**src/rtl/rx_capture_axi_if.sv**
```systemverilog
// AXI4 slave-side bundle for the rx capture engine: AW/W/B and AR/R channels.
interface rx_capture_axi_if #(
  parameter int unsigned ID_W   = 12,
  parameter int unsigned ADDR_W = 12
);
  logic              awvalid;
  logic              awready;
  logic [ADDR_W-1:0] awaddr;
  logic [7:0]        awlen;
  logic [2:0]        awsize;
  logic [1:0]        awburst;
  logic [ID_W-1:0]   awid;

  logic              wvalid;
  logic              wready;
  logic [31:0]       wdata;
  logic [3:0]        wstrb;
  logic              wlast;

  logic              bvalid;
  logic              bready;
  logic [ID_W-1:0]   bid;
  logic [1:0]        bresp;

  logic              arvalid;
  logic              arready;
  logic [ADDR_W-1:0] araddr;
  logic [7:0]        arlen;
  logic [2:0]        arsize;
  logic [1:0]        arburst;
  logic [ID_W-1:0]   arid;

  logic              rvalid;
  logic              rready;
  logic [31:0]       rdata;
  logic [ID_W-1:0]   rid;
  logic [1:0]        rresp;
  logic              rlast;

  modport master (
    output awvalid, awaddr, awlen, awsize, awburst, awid,
    input  awready,
    output wvalid, wdata, wstrb, wlast,
    input  wready,
    input  bvalid, bid, bresp,
    output bready,
    output arvalid, araddr, arlen, arsize, arburst, arid,
    input  arready,
    input  rvalid, rdata, rid, rresp, rlast,
    output rready
  );

  modport slave (
    input  awvalid, awaddr, awlen, awsize, awburst, awid,
    output awready,
    input  wvalid, wdata, wstrb, wlast,
    output wready,
    output bvalid, bid, bresp,
    input  bready,
    input  arvalid, araddr, arlen, arsize, arburst, arid,
    output arready,
    output rvalid, rdata, rid, rresp, rlast,
    input  rready
  );
endinterface

```
**src/rtl/rx_capture_axi.sv**
```systemverilog
// Multi-channel serial capture: per-channel 32-bit deserialiser + FIFO, AXI4 register/pop windows,
// level interrupt on overflow or FIFO threshold.
module rx_capture_axi #(
  parameter int unsigned NUM_CH = 4,
  parameter int unsigned DEPTH  = 16,
  parameter int unsigned ID_W   = 12,
  parameter int unsigned ADDR_W = 12
) (
  input  logic              CLK,
  input  logic              RST,
  input  logic [NUM_CH-1:0] rx_en,
  input  logic [NUM_CH-1:0] rx_data,
  rx_capture_axi_if.slave   s,
  output logic              irq
);
  localparam int unsigned LW = $clog2(DEPTH);
  localparam logic [1:0] RespOkay   = 2'b00;
  localparam logic [1:0] RespSlverr = 2'b10;
  localparam logic [1:0] BurstFixed = 2'b00;

  typedef logic [LW-1:0] ptr_t;
  typedef logic [LW:0]   lvl_t;
  typedef enum logic [1:0] {WIdle, WData, WResp} w_state_e;
  typedef enum logic {RIdle, RData} r_state_e;

  // Control/status registers
  logic [NUM_CH-1:0] ch_en_q, status_q;
  logic              irq_en_q, flush_q, irq_q;
  logic [8:0]        thresh_q;

  // Deserialisers and FIFOs
  logic [31:0] shreg_q [NUM_CH];
  logic [4:0]  cnt_q   [NUM_CH];
  logic [31:0] mem_q   [NUM_CH][DEPTH];
  ptr_t        wr_ptr_q [NUM_CH];
  ptr_t        rd_ptr_q [NUM_CH];
  lvl_t        level_q  [NUM_CH];
  logic [31:0] push_word [NUM_CH];
  logic [NUM_CH-1:0] push, push_ok, pop, pop_sel, ovf, thresh_hit, w1c;

  // Write channel
  w_state_e          w_state_q, w_state_d;
  logic [ADDR_W-1:0] w_addr_q, wa;
  logic [7:0]        w_len_q, w_beat_q;
  logic [1:0]        w_burst_q;
  logic [ID_W-1:0]   w_id_q;
  logic              w_size_err_q, aw_hs, w_hs;
  logic              reg_wr, wr_ctrl, wr_stat, wr_thr;

  // Read channel
  r_state_e          r_state_q, r_state_d;
  logic [ADDR_W-1:0] r_addr_q, r_addr_next, rd_addr_sel, ra;
  logic [7:0]        r_len_q, r_beat_q;
  logic [1:0]        r_burst_q;
  logic [ID_W-1:0]   r_id_q;
  logic              r_size_err_q, rd_size_bad, load_en, r_last;
  logic [31:0]       rdata_q, rd_word;
  logic [1:0]        rresp_q;
  logic              rd_err;

  logic unused_bits;
  assign unused_bits = ^{s.wlast, s.wdata};

  always_comb begin
    push = '0;
    push_ok = '0;
    ovf = '0;
    thresh_hit = '0;
    for (int c = 0; c < NUM_CH; c++) begin
      push[c]       = ch_en_q[c] & rx_en[c] & (cnt_q[c] == 5'd31) & ~flush_q;
      push_word[c]  = {rx_data[c], shreg_q[c][31:1]};
      // A pop in the same cycle frees the slot, so a full FIFO still accepts the push.
      push_ok[c]    = push[c] & ((level_q[c] != lvl_t'(DEPTH)) | pop[c]);
      ovf[c]        = push[c] & ~push_ok[c];
      thresh_hit[c] = ch_en_q[c] & (thresh_q != 9'd0) & (9'(level_q[c]) >= thresh_q);
    end
  end

  always_ff @(posedge CLK or posedge RST) begin
    if (RST) begin
      for (int c = 0; c < NUM_CH; c++) begin
        shreg_q[c]  <= '0;
        cnt_q[c]    <= '0;
        wr_ptr_q[c] <= '0;
        rd_ptr_q[c] <= '0;
        level_q[c]  <= '0;
      end
    end else begin
      for (int c = 0; c < NUM_CH; c++) begin
        if (flush_q || !ch_en_q[c]) begin
          cnt_q[c] <= '0;
        end else if (rx_en[c]) begin
          shreg_q[c] <= push_word[c];
          cnt_q[c]   <= cnt_q[c] + 5'd1;
        end
        if (flush_q) begin
          wr_ptr_q[c] <= '0;
          rd_ptr_q[c] <= '0;
          level_q[c]  <= '0;
        end else begin
          if (push_ok[c]) wr_ptr_q[c] <= wr_ptr_q[c] + ptr_t'(1);
          if (pop[c])     rd_ptr_q[c] <= rd_ptr_q[c] + ptr_t'(1);
          level_q[c] <= level_q[c] + lvl_t'(push_ok[c]) - lvl_t'(pop[c]);
        end
      end
    end
  end

  always_ff @(posedge CLK) begin
    for (int c = 0; c < NUM_CH; c++) begin
      if (push_ok[c]) mem_q[c][wr_ptr_q[c]] <= push_word[c];
    end
  end

  // Register writes
  always_comb begin
    wa      = {w_addr_q[ADDR_W-1:2], 2'b00};
    reg_wr  = (w_state_q == WData) & s.wvalid & ~w_size_err_q;
    wr_ctrl = reg_wr & (wa == ADDR_W'(0));
    wr_stat = reg_wr & (wa == ADDR_W'(4));
    wr_thr  = reg_wr & (wa == ADDR_W'(8));
    w1c     = (wr_stat & s.wstrb[0]) ? s.wdata[NUM_CH-1:0] : '0;
  end

  always_ff @(posedge CLK or posedge RST) begin
    if (RST) begin
      ch_en_q  <= '0;
      irq_en_q <= 1'b0;
      flush_q  <= 1'b0;
      status_q <= '0;
      thresh_q <= '0;
      irq_q    <= 1'b0;
    end else begin
      flush_q <= wr_ctrl & s.wstrb[1] & s.wdata[9];
      if (wr_ctrl & s.wstrb[0]) ch_en_q       <= s.wdata[NUM_CH-1:0];
      if (wr_ctrl & s.wstrb[1]) irq_en_q      <= s.wdata[8];
      if (wr_thr & s.wstrb[0])  thresh_q[7:0] <= s.wdata[7:0];
      if (wr_thr & s.wstrb[1])  thresh_q[8]   <= s.wdata[8];
      status_q <= (status_q & ~w1c) | ovf;
      irq_q    <= irq_en_q & ((|status_q) | (|thresh_hit));
    end
  end

  assign irq = irq_q;

  // Write FSM
  always_comb begin
    w_state_d = w_state_q;
    aw_hs     = 1'b0;
    w_hs      = 1'b0;
    unique case (w_state_q)
      WIdle: if (s.awvalid) begin
        aw_hs     = 1'b1;
        w_state_d = WData;
      end
      WData: if (s.wvalid) begin
        w_hs = 1'b1;
        if (w_beat_q == w_len_q) w_state_d = WResp;
      end
      WResp: if (s.bready) w_state_d = WIdle;
      default: w_state_d = WIdle;
    endcase
  end

  always_ff @(posedge CLK or posedge RST) begin
    if (RST) begin
      w_state_q    <= WIdle;
      w_addr_q     <= '0;
      w_len_q      <= '0;
      w_beat_q     <= '0;
      w_burst_q    <= '0;
      w_id_q       <= '0;
      w_size_err_q <= 1'b0;
    end else begin
      w_state_q <= w_state_d;
      if (aw_hs) begin
        w_addr_q     <= s.awaddr;
        w_len_q      <= s.awlen;
        w_burst_q    <= s.awburst;
        w_id_q       <= s.awid;
        w_size_err_q <= (s.awsize != 3'd2);
        w_beat_q     <= '0;
      end else if (w_hs) begin
        w_beat_q <= w_beat_q + 8'd1;
        if (w_burst_q != BurstFixed) w_addr_q <= w_addr_q + ADDR_W'(4);
      end
    end
  end

  assign s.awready = (w_state_q == WIdle);
  assign s.wready  = (w_state_q == WData);
  assign s.bvalid  = (w_state_q == WResp);
  assign s.bid     = w_id_q;
  assign s.bresp   = (s.bvalid && w_size_err_q) ? RespSlverr : RespOkay;

  // Read FSM: each beat is fetched (and its FIFO word popped) when it is loaded into rdata_q.
  always_comb begin
    r_state_d   = r_state_q;
    load_en     = 1'b0;
    r_addr_next = (r_burst_q == BurstFixed) ? r_addr_q : r_addr_q + ADDR_W'(4);
    r_last      = (r_beat_q == r_len_q);
    rd_addr_sel = r_addr_next;
    rd_size_bad = r_size_err_q;
    unique case (r_state_q)
      RIdle: begin
        rd_addr_sel = s.araddr;
        rd_size_bad = (s.arsize != 3'd2);
        if (s.arvalid) begin
          load_en   = 1'b1;
          r_state_d = RData;
        end
      end
      RData: if (s.rready) begin
        if (r_last) r_state_d = RIdle;
        else        load_en   = 1'b1;
      end
      default: r_state_d = RIdle;
    endcase
  end

  always_comb begin
    ra      = {rd_addr_sel[ADDR_W-1:2], 2'b00};
    rd_word = '0;
    rd_err  = rd_size_bad;
    pop_sel = '0;
    if (!rd_size_bad) begin
      if (ra == ADDR_W'(0)) begin
        rd_word[NUM_CH-1:0] = ch_en_q;
        rd_word[8]          = irq_en_q;
        rd_word[9]          = flush_q;
      end else if (ra == ADDR_W'(4)) begin
        rd_word[NUM_CH-1:0] = status_q;
      end else if (ra == ADDR_W'(8)) begin
        rd_word[8:0] = thresh_q;
      end
      for (int c = 0; c < NUM_CH; c++) begin
        if (ra == ADDR_W'(16 + 4 * c)) rd_word[LW:0] = level_q[c];
        if (ra == ADDR_W'(256 * (c + 1))) begin
          if (level_q[c] != '0) begin
            rd_word    = mem_q[c][rd_ptr_q[c]];
            pop_sel[c] = 1'b1;
          end else begin
            rd_err = 1'b1;
          end
        end
      end
    end
    pop = load_en ? pop_sel : '0;
  end

  always_ff @(posedge CLK or posedge RST) begin
    if (RST) begin
      r_state_q    <= RIdle;
      r_addr_q     <= '0;
      r_len_q      <= '0;
      r_beat_q     <= '0;
      r_burst_q    <= '0;
      r_id_q       <= '0;
      r_size_err_q <= 1'b0;
      rdata_q      <= '0;
      rresp_q      <= RespOkay;
    end else begin
      r_state_q <= r_state_d;
      if (load_en) begin
        if (r_state_q == RIdle) begin
          r_addr_q     <= s.araddr;
          r_len_q      <= s.arlen;
          r_burst_q    <= s.arburst;
          r_id_q       <= s.arid;
          r_size_err_q <= (s.arsize != 3'd2);
          r_beat_q     <= '0;
        end else begin
          r_addr_q <= r_addr_next;
          r_beat_q <= r_beat_q + 8'd1;
        end
        rdata_q <= rd_word;
        rresp_q <= rd_err ? RespSlverr : RespOkay;
      end
    end
  end

  assign s.arready = (r_state_q == RIdle);
  assign s.rvalid  = (r_state_q == RData);
  assign s.rlast   = s.rvalid & r_last;
  assign s.rdata   = rdata_q;
  assign s.rresp   = rresp_q;
  assign s.rid     = r_id_q;
endmodule

```
**src/flat_wrapper.sv**
```systemverilog
// flat-port wrapper written by rule: the top's interface ports become plain ports
module rx_capture_axi_flat 
#(
  parameter int unsigned NUM_CH = 4,
  parameter int unsigned DEPTH  = 16,
  parameter int unsigned ID_W   = 12,
  parameter int unsigned ADDR_W = 12
)
  (CLK, RST, rx_en, rx_data, irq, s_awvalid, s_awaddr, s_awlen, s_awsize, s_awburst, s_awid, s_awready, s_wvalid, s_wdata, s_wstrb, s_wlast, s_wready, s_bvalid, s_bid, s_bresp, s_bready, s_arvalid, s_araddr, s_arlen, s_arsize, s_arburst, s_arid, s_arready, s_rvalid, s_rdata, s_rid, s_rresp, s_rlast, s_rready);
  rx_capture_axi_if #(.ID_W(ID_W), .ADDR_W(ADDR_W)) s_i ();
  input  logic CLK;
  input  logic RST;
  input  logic [NUM_CH-1:0] rx_en;
  input  logic [NUM_CH-1:0] rx_data;
  output logic irq;
  input wire logic [$bits(s_i.awvalid)-1:0] s_awvalid;
  input wire logic [$bits(s_i.awaddr)-1:0] s_awaddr;
  input wire logic [$bits(s_i.awlen)-1:0] s_awlen;
  input wire logic [$bits(s_i.awsize)-1:0] s_awsize;
  input wire logic [$bits(s_i.awburst)-1:0] s_awburst;
  input wire logic [$bits(s_i.awid)-1:0] s_awid;
  output wire logic [$bits(s_i.awready)-1:0] s_awready;
  input wire logic [$bits(s_i.wvalid)-1:0] s_wvalid;
  input wire logic [$bits(s_i.wdata)-1:0] s_wdata;
  input wire logic [$bits(s_i.wstrb)-1:0] s_wstrb;
  input wire logic [$bits(s_i.wlast)-1:0] s_wlast;
  output wire logic [$bits(s_i.wready)-1:0] s_wready;
  output wire logic [$bits(s_i.bvalid)-1:0] s_bvalid;
  output wire logic [$bits(s_i.bid)-1:0] s_bid;
  output wire logic [$bits(s_i.bresp)-1:0] s_bresp;
  input wire logic [$bits(s_i.bready)-1:0] s_bready;
  input wire logic [$bits(s_i.arvalid)-1:0] s_arvalid;
  input wire logic [$bits(s_i.araddr)-1:0] s_araddr;
  input wire logic [$bits(s_i.arlen)-1:0] s_arlen;
  input wire logic [$bits(s_i.arsize)-1:0] s_arsize;
  input wire logic [$bits(s_i.arburst)-1:0] s_arburst;
  input wire logic [$bits(s_i.arid)-1:0] s_arid;
  output wire logic [$bits(s_i.arready)-1:0] s_arready;
  output wire logic [$bits(s_i.rvalid)-1:0] s_rvalid;
  output wire logic [$bits(s_i.rdata)-1:0] s_rdata;
  output wire logic [$bits(s_i.rid)-1:0] s_rid;
  output wire logic [$bits(s_i.rresp)-1:0] s_rresp;
  output wire logic [$bits(s_i.rlast)-1:0] s_rlast;
  input wire logic [$bits(s_i.rready)-1:0] s_rready;
  assign s_i.awvalid = s_awvalid;
  assign s_i.awaddr = s_awaddr;
  assign s_i.awlen = s_awlen;
  assign s_i.awsize = s_awsize;
  assign s_i.awburst = s_awburst;
  assign s_i.awid = s_awid;
  assign s_awready = s_i.awready;
  assign s_i.wvalid = s_wvalid;
  assign s_i.wdata = s_wdata;
  assign s_i.wstrb = s_wstrb;
  assign s_i.wlast = s_wlast;
  assign s_wready = s_i.wready;
  assign s_bvalid = s_i.bvalid;
  assign s_bid = s_i.bid;
  assign s_bresp = s_i.bresp;
  assign s_i.bready = s_bready;
  assign s_i.arvalid = s_arvalid;
  assign s_i.araddr = s_araddr;
  assign s_i.arlen = s_arlen;
  assign s_i.arsize = s_arsize;
  assign s_i.arburst = s_arburst;
  assign s_i.arid = s_arid;
  assign s_arready = s_i.arready;
  assign s_rvalid = s_i.rvalid;
  assign s_rdata = s_i.rdata;
  assign s_rid = s_i.rid;
  assign s_rresp = s_i.rresp;
  assign s_rlast = s_i.rlast;
  assign s_i.rready = s_rready;
  rx_capture_axi #(.NUM_CH(NUM_CH), .DEPTH(DEPTH), .ID_W(ID_W), .ADDR_W(ADDR_W)) u_core (.CLK(CLK), .RST(RST), .rx_en(rx_en), .rx_data(rx_data), .s(s_i), .irq(irq));
endmodule
```
**config.mk**
```make
export PLATFORM = sky130hd
export DESIGN_NAME = rx_capture_axi_flat
export DESIGN_NICKNAME = d
export VERILOG_FILES = /design/src/rtl/rx_capture_axi_if.sv /design/src/rtl/rx_capture_axi.sv /design/src/flat_wrapper.sv
export SDC_FILE = /design/constraint.sdc
export NUM_CORES = 2
export LEC_CHECK = 0
export ABC_AREA = 1
export BUFFER_PORTS_ARGS = -buffer_cell sky130_fd_sc_hd__buf_2
export CAP_MARGIN = 10
export CORE_UTILIZATION = 33
export DETAILED_ROUTE_END_ITERATION = 16
export GPL_TIMING_DRIVEN = 0
export HOLD_SLACK_MARGIN = 0.1
export SYNTH_ARGS = -nofsm -noshare
export SYNTH_HDL_FRONTEND = slang
export SYNTH_SLANG_ARGS = --single-unit
export TNS_END_PERCENT = 50
```
**constraint.sdc**
```tcl
create_clock -name CLK -period 12.85 [get_ports CLK]
set_input_delay 3.855 -clock CLK [delete_from_list [all_inputs] [get_ports CLK]]
set_output_delay 3.855 -clock CLK [all_outputs]
set_load 0.02 [all_outputs]
```
# --- Yosys cells after proc, flatten, opt, wreduce, memory -nomap -nowiden ---
# Memories as Yosys holds them, arrays and structs flattened.
# Index checks and enable logic that the tools add are counted.
op_classes:
  reduce_logical: 47
  mux: 126
  n_addsub: 24
  n_eq_ne: 31
  order_cmp: 16
  bitwise: 68
ops:
  columns: ["operator", "count"]
  rows:
  - ["$mux 512", 4]
  - ["$mux 32", 21]
  - ["$bmux 32 s4", 4]
  - ["$demux 32 s4", 4]
  - ["$mux 4", 23]
  - ["$mux 5", 18]
  - ["$mux 12", 5]
  - ["$and 1x1->1", 41]
  - ["$eq 10x3->1 const B", 4]
  - ["$ge 5x5->1 const B", 8]
  - ["$not 4->5", 8]
  - ["$ge 5x9->1", 4]
  - ["$mux 1", 34]
  - ["$add 4x1->4 const B", 8]
  - ["$reduce_bool 2->1", 15]
  - ["$add 12x3->12 const B", 2]
  - ["$mux 8", 3]
  - ["$add 5x1->5", 4]
  - ["$add 5x1->5 const B", 4]
  - ["$eq 10x1->1 const B", 2]
  - ["$eq 10x2->1 const B", 2]
  - ["$eq 10x8->1 const B", 2]
  - ["$eq 5x5->1 const B", 4]
  - ["$logic_not 10->1", 2]
  - ["30 further kinds", 86]
totals:
  memories: 1
  output_inout_bits: 67
  reg_bits: 343
  mem_bits_rw: 2048
mem_list:
  columns: ["memory", "depth", "word_bits", "read_ports", "rd_clocked_by_memory_dff", "write_ports", "line_no", "text"]
  rows:
  - ["u_core.mem_q", 4, 512, 4, 0, 4, "rx_capture_axi.sv:34", "logic [31:0] mem_q [NUM_CH][DEPTH];"]

# --- Longest topological paths before layout ---
logic_depth:
  depth_word: 22
  mapped_depth: 28
  ltp_nobuf: 28

# --- Worst setup path after synthesis ---
# Ideal clock, no wire load.
synth_timing:
  path_type: "input-to-reg"
  from: "in s_araddr[4]"
  to: "mem u_core.mem_q[2][100] in the netlist's numbering (enable)"
  setup_ns: 0.421
  slack_ns: 5.653
  stages: 16
  t_required_ns: 12.429
  n_path_buf: 0
  arrival_time_ns: 6.776
  cell_sequence: "or2_2 nand2_1 nand3_4 nor2_4 inv_2 nor2_4 nand2_4 nor2_8 inv_4 nor2_8 inv_4 nand2_4 nand2_4 inv_6 nand2_1 nor2_1"
synth_rtl:
  columns: ["element", "line_no", "text"]
  rows:
  - ["start: declaration", "flat_wrapper.sv:33", "input wire logic [$bits(s_i.araddr)-1:0] s_araddr;"]
  - ["end: declaration", "rx_capture_axi.sv:34", null]

==> results.md <==
| Group | Parameter | Value |
| --- | --- | --- |
| status | Outcome | finished clean |
| timing | Setup_tns | 0 ns |
| power and ir drop | Pwr per Cell Area | 159 mW/mm² |
| power and ir drop | Leakage power figure | 41.9 nW |
| hold path | Endpoint with the worst hold slack | u_core.s.rdata[13]$_DFFE_PP0P_ |
| route | Via/cell ratio | 5.45 |
| clock network | Clock sink count | 2382 |
| clock network | Cell at the root of the clock tree | sky130_fd_sc_hd__clkbuf_16 |
| clock network | Clock insertion delay at the later pin of the skew report | 0.92 ns |
| global routing | Pin count of the biggest net entering global routing | 41 |
| finish | Nets | 8431 |
| timing | Final hold violation count | 0 |
| clock network | Quantity of gates resized following cts | 0 |
| floorplan | Total number of placement rows | 197 |
| floorplan | Die outline width | 541 µm |
| finish | Final standard cell utilization of the core | 38.7% |
| setup path | Critical path cell sequence | buf_2 -> inv_1 -> nor2_1 -> clkinv_1 -> nor2_1 -> nand2_1 -> inv_2 -> nand2_1 -> nor2_4 -> buf_16 |
| global routing | Global route overflow | 0 |
| clock network | # Post-CTS Setup Buffers | 0 |
| timing | Max_slew headroom | 2.02% |
| setup path | Critical path class | in2reg |
| floorplan | Placeable core region | 0.289 mm² |
| hold path | Class of the tightest hold or removal check | reg2reg |
| synth | Synth cell count leaders | sky130_fd_sc_hd__edfxtp_1, sky130_fd_sc_hd__nand2_1, sky130_fd_sc_hd__nor2_1 |
| timing | Clock tree skew after final layout | 0.0600 ns |
| placed design | Port Buf Inserts | 161 |
| timing | Final Slew Violations | 0 |
| route | Vias post-DR | 67100 |
| synth | Number of standard cells after synthesis | 7743 |
| clock network | Clock slew seen by the registers of the worst setup and hold paths | 0.06 ns |
| clock network | Maximum number of buffers from clock root to sink | 4 |
| synth | Most numerous cell in the Yosys netlist | sky130_fd_sc_hd__edfxtp_1 |
| synth | Primary flip-flop cell chosen by synthesis mapping | sky130_fd_sc_hd__edfxtp_1 |
| synth | Yosys top cell by area | sky130_fd_sc_hd__edfxtp_1 |
| synth | EDFF count, synth | 2048 |
| clock network | H-tree Lvls | 4 |
| setup path | Worst reg-to-reg path cell count | 10 |
| global routing | Combined global-route utilization of all metal layers | 21.2% |
| power and ir drop | Worst vdd ir | 0.129 mV |
| floorplan | I/O pin cnt | 193 |
| timing | Shortest clock period the worst path allows after layout | 7.34 ns |
| route | Antenna viol nets, final | 0 |
| timing | Worst-margin pin slew | 1.46 ns |
| floorplan | Floorplan die area | 0.293 mm² |
| run | Number of max-capacitance violations reported | 0 |
| route | Initial detailed-routing violation count | 9192 |
| route | Routed WL | 319000 µm |
| floorplan | Starting utilization of the core area | 33.3% |
| global routing | Antenna violations before repair | 19 |
| synth | Cell area after synthesis | 0.0960 mm² |
| global routing | First-pass GRT wire length | 453000 µm |
| route | Count of unresolved DRC violations after routing | 0 |
| placed design | Routability cong. | 0.903 |
| placed design | Detailed placer's ending HPWL | 214000 µm |
| setup path | Max Fanout on Critical Path | 18 |
| timing | Setup repair after global routing missed its margin | false |
| synth | Dominant cells by area after synthesis | sky130_fd_sc_hd__edfxtp_1, sky130_fd_sc_hd__dfrtp_1, sky130_fd_sc_hd__nand2_1, sky130_fd_sc_hd__o21ai_0, sky130_fd_sc_hd__nor2_1 |
| hold path | Min-delay src | u_core.s.rdata[13]$_DFFE_PP0P_ |
| setup path | Critical Path Slowest Stage Cell | sky130_fd_sc_hd__clkinv_1 |
| setup path | Endpoint of the most critical register-to-register path | u_core.mem_q[1][184]$_DFFE_PP_ |
| global routing | Via count of the first global-routing pass | 64700 |
| clock network | CTS tree | done |
| route | Length of the first detailed-routing pass in iterations | 8 |
| synth | Flip-flop and latch count after synthesis | 2382 |
| finish | Area growth from synthesis to layout | 16.4% |
| setup path | Worst setup EP type | flip-flop |
| setup path | Critical Path Source | rx_en[0] |
| route | Detailed-route wire length per cell | 25.9 µm |
| finish | Seq. cell area | 0.0699 mm² |
| synth | Post-Synthesis Mean Instance Area | 12.4 µm² |
| synth | Synth Warn # | 0 |
| clock network | Hold buffers post-CTS | 0 |
| setup path | Crit path arrival time | 7.92 ns |
| synth | Top cell type's share of synthesized area | 64.1% |
| setup path | Critical Path Source Type | input pin |
| synth | Number of distinct library cell variants in the gate-level netlist after synthesis | 74 |
| clock network | Number of buffers inserted during clock tree synthesis | 237 |
| setup path | Highest cell delay on the worst timing path | 0.93 ns |
| finish | Filler cell count | 27000 |
| setup path | R2r startpoint | u_core.flush_q$_DFF_PP0_ |
| setup path | Required time of the critical path | 13.43 ns |
| finish | Layout cells sized above 1 | 9.75% |
| setup path | R2R setup slack | 7.67 ns |
| finish | Multi-input combinational cell area | 0.0239 mm² |
| synth | Sequential area share after synthesis | 72.8% |
| timing | Post-route clock period utilization | 57.1% |
| synth | Share of synthesized registers carrying an async set or reset | 14.0% |
| floorplan | Vert. Die Dim | 541 µm |
| timing | Maximum operating frequency | 136 MHz |
| timing | Final-report setup violation count | 0 |
| hold path | Number of cells on the worst hold path | 2 |
metal layers:
metal,vias up,GRT usage (%),part of all wire [%]
met4,8,11.1,5.7
met5,-,0,0.024
met1,33400,27.2,38
met3,743,4.10,10
met2,3844,33.9,46
li1,29000,-,-
logic make-up (layout without fill, tap and decap cells):
| group | Yosys count | count (layout) | synth area share, % |
|---|---|---|---|
| other cells | 1 | 9 | 0.00391 |
| simple gates | 2925 | 2925 | 12.4 |
| xor+xnor | 27 | 27 | 0.246 |
| flops | 2382 | 2382 | 72.8 |
| fa+ha+maj | 83 | 83 | 1.11 |
| buf+inv | 718 | 1388 | 2.88 |
| mux | 7 | 7 | 0.0795 |
| compound gates | 1600 | 1600 | 10.5 |
power breakdown:
part	internal [mW]	total (mW)	switching (mW)
sequential	8.45	8.59	0.145
combinational	0.519	2.03	1.51
clock	4.14	7.17	3.03
total	13.1	17.8	4.68
placed cells by master, fill, tap and decap left out, types with 49 or more instances in the layout:
| master | n |
|---|---|
| sky130_fd_sc_hd__a21oi_1 | 276 |
| sky130_fd_sc_hd__a221oi_1 | 55 |
| sky130_fd_sc_hd__a31oi_1 | 112 |
| sky130_fd_sc_hd__buf_1 | 49 |
| sky130_fd_sc_hd__buf_12 | 64 |
| sky130_fd_sc_hd__buf_2 | 189 |
| sky130_fd_sc_hd__clkbuf_1 | 422 |
| sky130_fd_sc_hd__clkbuf_16 | 239 |
| sky130_fd_sc_hd__dfrtp_1 | 334 |
| sky130_fd_sc_hd__edfxtp_1 | 2048 |
| sky130_fd_sc_hd__ha_1 | 79 |
| sky130_fd_sc_hd__inv_1 | 221 |
| sky130_fd_sc_hd__nand2_1 | 1658 |
| sky130_fd_sc_hd__nand3_1 | 318 |
| sky130_fd_sc_hd__nor2_1 | 721 |
| sky130_fd_sc_hd__nor2_4 | 76 |
| sky130_fd_sc_hd__o211ai_1 | 56 |
| sky130_fd_sc_hd__o21ai_0 | 667 |
| sky130_fd_sc_hd__o221ai_1 | 109 |
| sky130_fd_sc_hd__o31ai_1 | 58 |
critical path: cells and delay by family:
family,cells,cell delay (ns)
and+or+nand+nor,5,2.52
buffers and inverters,5,1.53
worst max-delay path by stage:
stage               slack (ns)                          endpoint
CTS                       5.60    u_core.mem_q[0][341]$_DFFE_PP_
global route              5.45    u_core.mem_q[0][346]$_DFFE_PP_
global placement          1.25  u_core.push_word[15]$_DFFE_PP0P_
detailed placement        4.66    u_core.mem_q[0][335]$_DFFE_PP_
finish                    5.51    u_core.mem_q[0][341]$_DFFE_PP_
floorplan                 4.53     u_core.ch_en_q[0]$_DFFE_PP0P_
registers in the layout, indices dropped and copies added, names as in the netlist, 12 cells and up:
| register | flops |
|---|---|
| u_core.push_word | 124 |
| u_core.cnt_q | 20 |
| u_core.s.rid | 12 |
| u_core.level_q | 20 |
| u_core.wr_ptr_q | 16 |
| u_core.s.rdata | 32 |
| u_core.mem_q | 2048 |
| u_core.s.bid | 12 |
| u_core.rd_ptr_q | 16 |
layout make-up:
cell class | instances | share of cell area [%]
antenna | 7 | 0.0157
buffer | 459 | 1.59
clock buffer | 302 | 5.74
clock inverter | 129 | 1.35
inverter | 259 | 0.884
multi-input combinational | 4644 | 21.4
sequential | 2382 | 62.6
tap | 3880 | 4.35
timing repair buffer | 239 | 2.14
stage by stage:
step	setup slack (ns)	cells	hold slack, ns	area (µm²)	power, mW
after floorplan	4.53	7744	0.452	96000	9.93
after global placement	1.25	11800	0.460	102000	10.7
after detailed placement	4.66	11900	0.460	104000	10.7
after CTS	5.60	12300	0.478	112000	17.8
after global routing	5.45	12300	0.495	112000	18.3
final	5.51	12300	0.474	112000	17.8
Power figures use the tool's default switching activity.
